`config.mk`:
```
export PLATFORM = sky130hd
export DESIGN_NAME = branch_resolve_unit
export DESIGN_NICKNAME = d
export VERILOG_FILES = /design/src/rtl/bru_pkg.sv /design/src/rtl/bht_2bit.sv /design/src/rtl/branch_resolve_unit.sv
export SDC_FILE = /design/constraint.sdc
export NUM_CORES = 1
export LEC_CHECK = 0
export ABC_AREA = 1
export BUFFER_PORTS_ARGS = -buffer_cell sky130_fd_sc_hd__buf_2
export CAP_MARGIN = 20
export CORE_ASPECT_RATIO = 1.5
export CORE_MARGIN = 2
export CORE_UTILIZATION = 45
export DETAILED_ROUTE_END_ITERATION = 10
export PLACE_DENSITY = 0.68
export SLEW_MARGIN = 10
export SYNTH_ARGS = -nofsm -noshare
export SYNTH_HDL_FRONTEND = slang
export SYNTH_SLANG_ARGS = --single-unit
```
`constraint.sdc`:
```
create_clock -name clk -period 13 [get_ports clk]
set_clock_uncertainty 0.2 [all_clocks]
set_input_delay 1.3 -clock clk [delete_from_list [all_inputs] [get_ports clk]]
set_output_delay 1.3 -clock clk [all_outputs]
set_load 0.05 [all_outputs]
```
`src/rtl/bru_pkg.sv`:
```
// bru_pkg: opcodes, branch conditions and 2-bit BHT counter encodings shared by the branch resolve unit.
package bru_pkg;
  localparam logic [6:0] OPCODE_JAL    = 7'b1101111;
  localparam logic [6:0] OPCODE_JALR   = 7'b1100111;
  localparam logic [6:0] OPCODE_BRANCH = 7'b1100011;
  localparam logic [2:0] FUNCT3_BEQ  = 3'b000;
  localparam logic [2:0] FUNCT3_BNE  = 3'b001;
  localparam logic [2:0] FUNCT3_BLT  = 3'b100;
  localparam logic [2:0] FUNCT3_BGE  = 3'b101;
  localparam logic [2:0] FUNCT3_BLTU = 3'b110;
  localparam logic [2:0] FUNCT3_BGEU = 3'b111;
  typedef logic [1:0] ctr_t;
  localparam ctr_t SNT = 2'b00;
  localparam ctr_t WNT = 2'b01;
  localparam ctr_t WT  = 2'b10;
  localparam ctr_t ST  = 2'b11;
  function automatic ctr_t ctr_next(input ctr_t c, input logic t);
    return t ? (c == ST ? ST : c + 2'd1) : (c == SNT ? SNT : c - 2'd1);
  endfunction
endpackage

```
`src/rtl/bht_2bit.sv`:
```
// bht_2bit: array of saturating 2-bit counters with one combinational read port and one train port.
module bht_2bit import bru_pkg::*; #(
  parameter int IDX_BITS = 6
) (
  input  logic                clk,
  input  logic                rst,
  input  logic [IDX_BITS-1:0] lookup_idx,
  output logic [1:0]          lookup_ctr,
  input  logic                train,
  input  logic [IDX_BITS-1:0] train_idx,
  input  logic                train_taken
);
  ctr_t ctr [2**IDX_BITS];
  // Read is before the edge, so a same-cycle train is invisible to lookup.
  assign lookup_ctr = ctr[lookup_idx];
  always_ff @(posedge clk or posedge rst)
    if (rst) for (int i = 0; i < 2**IDX_BITS; i++) ctr[i] <= WNT;
    else if (train) ctr[train_idx] <= ctr_next(ctr[train_idx], train_taken);
endmodule

```
`src/rtl/branch_resolve_unit.sv`:
```
// branch_resolve_unit: registered JAL/JALR/BRANCH resolver with misprediction redirect and 2-bit BHT.
// Optional BRU_PERF_EN adds branch and mispredict counters.
module branch_resolve_unit import bru_pkg::*; #(
  parameter int ADDR_WIDTH     = 32,
  parameter int BHT_IDX_BITS   = 6,
  parameter int PERF_CNT_WIDTH = 32
) (
  input  logic                  clk,
  input  logic                  rst,
  input  logic                  flush,
  input  logic                  in_valid,
  output logic                  in_ready,
  input  logic [6:0]            opcode,
  input  logic [2:0]            funct3,
  input  logic [ADDR_WIDTH-1:0] pc,
  input  logic [ADDR_WIDTH-1:0] imm,
  input  logic [ADDR_WIDTH-1:0] rs1,
  input  logic [ADDR_WIDTH-1:0] rs2,
  input  logic                  pred_taken,
  input  logic [ADDR_WIDTH-1:0] pred_target,
  output logic                  out_valid,
  input  logic                  out_ready,
  output logic                  taken,
  output logic                  redirect,
  output logic [ADDR_WIDTH-1:0] redirect_addr,
  output logic [ADDR_WIDTH-1:0] link_addr,
  output logic                  misaligned,
  input  logic [ADDR_WIDTH-1:0] lookup_pc,
  output logic                  lookup_taken
`ifdef BRU_PERF_EN
  ,
  output logic [PERF_CNT_WIDTH-1:0] perf_branches,
  output logic [PERF_CNT_WIDTH-1:0] perf_mispredicts
`endif
);
  logic is_jal, is_jalr, is_br, eq, lt, ltu, br_taken, taken_c, redirect_c, accept;
  logic [ADDR_WIDTH-1:0] pc_sum, rs_sum, target, link;
  logic [1:0] lookup_ctr;
  logic unused_bits;
  assign is_jal     = opcode == OPCODE_JAL;
  assign is_jalr    = opcode == OPCODE_JALR;
  assign is_br      = opcode == OPCODE_BRANCH;
  assign pc_sum     = pc + imm;
  assign rs_sum     = rs1 + imm;
  assign target     = is_jalr ? {rs_sum[ADDR_WIDTH-1:1], 1'b0} : pc_sum;
  assign link       = pc + ADDR_WIDTH'(4);
  assign eq         = rs1 == rs2;
  assign lt         = $signed(rs1) < $signed(rs2);
  assign ltu        = rs1 < rs2;
  assign br_taken   = funct3 == FUNCT3_BEQ  ? eq   :
                      funct3 == FUNCT3_BNE  ? !eq  :
                      funct3 == FUNCT3_BLT  ? lt   :
                      funct3 == FUNCT3_BGE  ? !lt  :
                      funct3 == FUNCT3_BLTU ? ltu  :
                      funct3 == FUNCT3_BGEU ? !ltu : 1'b0;
  assign taken_c    = is_jal | is_jalr | (is_br & br_taken);
  assign redirect_c = (taken_c != pred_taken) | (taken_c & (pred_target != target));
  assign in_ready   = !out_valid | out_ready;
  assign accept     = in_valid & in_ready & !flush;
  assign unused_bits = ^{lookup_pc, lookup_ctr[0]};
  always_ff @(posedge clk or posedge rst)
    if (rst) begin
      out_valid     <= 1'b0;
      taken         <= 1'b0;
      redirect      <= 1'b0;
      misaligned    <= 1'b0;
      redirect_addr <= '0;
      link_addr     <= '0;
    end else begin
      out_valid <= flush ? 1'b0 : in_ready ? accept : out_valid;
      if (accept) begin
        taken         <= taken_c;
        redirect      <= redirect_c;
        misaligned    <= taken_c & target[1];
        redirect_addr <= taken_c ? target : link;
        link_addr     <= link;
      end
    end
  bht_2bit #(.IDX_BITS(BHT_IDX_BITS)) u_bht (
    .clk        (clk),
    .rst        (rst),
    .lookup_idx (lookup_pc[BHT_IDX_BITS+1:2]),
    .lookup_ctr (lookup_ctr),
    .train      (accept & is_br),
    .train_idx  (pc[BHT_IDX_BITS+1:2]),
    .train_taken(taken_c)
  );
  assign lookup_taken = lookup_ctr[1];
`ifdef BRU_PERF_EN
  always_ff @(posedge clk or posedge rst)
    if (rst) begin
      perf_branches    <= '0;
      perf_mispredicts <= '0;
    end else if (accept & is_br) begin
      perf_branches <= perf_branches + 1'b1;
      if (redirect_c) perf_mispredicts <= perf_mispredicts + 1'b1;
    end
`else
  localparam int unused_perf_w = PERF_CNT_WIDTH;
`endif
endmodule

```
==> impl_metrics.ini <==
[drt]
vias_per_cell = 5.464
wire_per_inst_um = 19.54
via_count = 17730
drt_wl_total_um = 63400
ant_nets = 0
dr.pass1.iters = 6
drt-initial-drc-count = 1350
drc = 0

[yosys]
synth.most_common_cell = nand2_1
netlist_top_cells_count = nand2_1, inv_1, nand3_1
synth_xor_area_frac = 0.01565
synth_fa_ha_area_frac = 0.07280
synth_top_family_by_area = simple AND/OR/NAND/NOR gates
syn_nets = 2825
yosys.area_share.simple = 0.3114
dominantRegCellSynth = dfrtp_1
synth.avg_cell_area_um2 = 6.627
synthArstFlopShare = 1.000
ys_top_cells_by_area = dfrtp_1, nand2_1, dfstp_2
synth_cells = 2521
synth_area_um2 = 16710
synth-compound-area-share = 0.1139
synth-edff-count = 0
yosysTopAreaCell = dfrtp_1
ys_warn_count = 0
ys_seq_area_frac = 0.2984
muxShareOfSynthArea = 0.07430
netlist.area_leader.share = 0.1977
yosysUniqueCellTypes = 48
synth_seq_cells = 196

[worst_setup_path]
crit_arrival_ns = 4.02
r2r_slack_ns = 9.86
critical_path_depth = 8
timing.rr.start = u_bht.ctr[118]$_DFFE_PP1P_
critPathMostFrequentCell = buf_2
r2r_cells = 11
start_kind = primary input
setup.worst_path.end_class = primary output
cp_cell_sequence = buf_2 > inv_1 > a21oi_1 > a221oi_1 > o32ai_1 > o21ai_0 > o22ai_1 > buf_2
required_ns = 11.50
critPathKind = in2out
cp_slowest_cell = buf_2
cp_top_family = buffers and inverters
cpPeakStageDelay_ns = 0.68
cp_max_fo = 49
reg2reg_to = u_bht.ctr[69]$_DFFE_PP0P_
path_buf_inv = 3

[grt]
grt_max_degree = 87
antenna_found_initial = 6
grt_pass1_wl_um = 95390
grt_overflow = 0
grt_pass1_vias = 17410
grt.total_usage = 0.3255

[pwr]
p_leak_nw = 11.54
finalPower_mw = 1.852
power.density_nw_per_um2 = 97.44
ir_drop_mv = 0.08102

[floorplanning]
core_area_um2 = 36690
die_w_um = 161.3
start_util = 0.4553
floorplan.die_area_um2 = 38710
num_rows = 86
die_h_um = 240.0
io_pins = 278

[clock_tree]
cts_hold_buf = 0
clock_insertion_delay_worst_skew_ns = 0.45
cts_tree = yes
clock-sinks = 196
cts.clk_slew.worst_paths_ns = 0.07
cts_htree_levels = 4
clockBufferDepth = 2
postCtsSetupBuffers = 0
cts-resized-gates = 0
cts_buffers = 17
cts-root-buf = clkbuf_16

[place]
io_buffers = 251
placed_cells = 3209
gp_congestion = 1.009
dp_hpwl_um = 50700
pre_cts_ws_ns = 7.633

[min_path]
whs_endpoint = u_bht.ctr[2]$_DFFE_PP1P_
hp-class = reg2reg
min_from = u_bht.ctr[2]$_DFFE_PP1P_
holdPathStages = 2

[finish]
nets = 3048
fin_util = 0.5180
seq_area_um2 = 4985
instances_no_fill = 3244
multi_input_area_um2 = 9831
syn_to_final_growth_pct = 13.77
fill_cells = 3761
drive_above_1_share = 0.1429

[sta]
hold_violations = 0
drv_slew = 0
slew_headroom = 0.3558
setup_tns_ns = 0
fmax_mhz = 181.2
fin_crit_ns = 5.520
tightest_slew_ns = 0.9590
post-route-period-util = 0.4246
rsz0062_at_grt = no
setup_viol = 0
finalWorstSetupSlack_ns = 7.480

[status]
status = finished, final reports clean

[flow_run]
cap_viol_max_count = 0
tightest hold or removal path, stage by stage (launching register included):
cell,delay (ns)
dfstp_2,0.37
inv_1,0.04
mux2i_1,0.06
how the worst max path moves through the flow:
stage                                           to  slack, ns         start
after floorplan           link_addr[0]$_DFFE_PP0P_       6.27           rst
after global placement                lookup_taken       7.64  lookup_pc[2]
after detailed placement              lookup_taken       7.63  lookup_pc[2]
after CTS                             lookup_taken       7.62  lookup_pc[2]
after global routing                  lookup_taken       7.42  lookup_pc[2]
final                                 lookup_taken       7.48  lookup_pc[2]
report_power, final:
| group | total (mW) | internal, mW | switching (mW) | leakage, nW |
|---|---|---|---|---|
| clock network | 0.536 | 0.276 | 0.260 | 0.284 |
| logic | 0.653 | 0.180 | 0.474 | 9.18 |
| registers | 0.663 | 0.643 | 0.0200 | 2.08 |
| total | 1.85 | 1.10 | 0.754 | 11.5 |
cells by family after synthesis:
family                     Yosys count
muxes                              124
and+or+nand+nor                   1243
AOI/OAI and AO/OA                  339
xor gates and xnor gates            29
DFF                                196
buffers and inverters              494
adders and majority gates           96
routing by layer:
metal  part of all wire  up-vias  global-route usage  wire (um)
met2               0.49      719              0.5761      31260
met3              0.052      269             0.04761       3322
met5            0.00093        -                   0         59
met1               0.35     8146              0.3294      22100
met4               0.11        8              0.2957       6660
li1                   -     8583                   -          -
per-stage QoR:
stage          hold slack, ns  cell area (um2)
2_1_floorplan          0.2482            16710
3_3_place_gp           0.2524            18410
3_5_place_dp           0.2591            18420
4_1_cts                0.2755            19000
5_1_grt                0.2929            19000
6_report               0.2735            19010
placed cells by master (no fill, tap or decap), drive strengths merged, types with 2 or more instances in the layout:
master	n
nand2	788
inv	436
buf	265
nand3	191
nor2	172
dfrtp	132
o21ai	127
mux2i	124
a21oi	119
ha	94
dfstp	64
o22ai	50
nand4	30
nor3	28
nand3b	20
clkbuf	19
xor2	17
xnor2	12
o41ai	9
a221oi	9
nor4	8
clkinv	7
o21bai	6
diode	3
o221ai	3
a21o	3
o21a	3
a22o	3
or2	3
a22oi	2
o2111ai	2
fa	2
flip-flops by register name, summed over array words and instances (netlist names):
name / count
link_addr: 32
misaligned: 1
out_valid: 1
redirect: 1
redirect_addr: 32
taken: 1
u_bht.ctr: 128
area by class of cell:
| cell class | instances | share of cell area |
|---|---|---|
| multi-input combinational | 1831 | 0.5172 |
| inverter | 432 | 0.08558 |
| sequential | 196 | 0.2623 |
| clock buffer | 19 | 0.02330 |
| timing repair buffer | 266 | 0.07215 |
| clock inverter | 13 | 0.007176 |
| tap | 484 | 0.03186 |
| antenna | 3 | 0.0003950 |
Power figures use the tool's default switching activity.
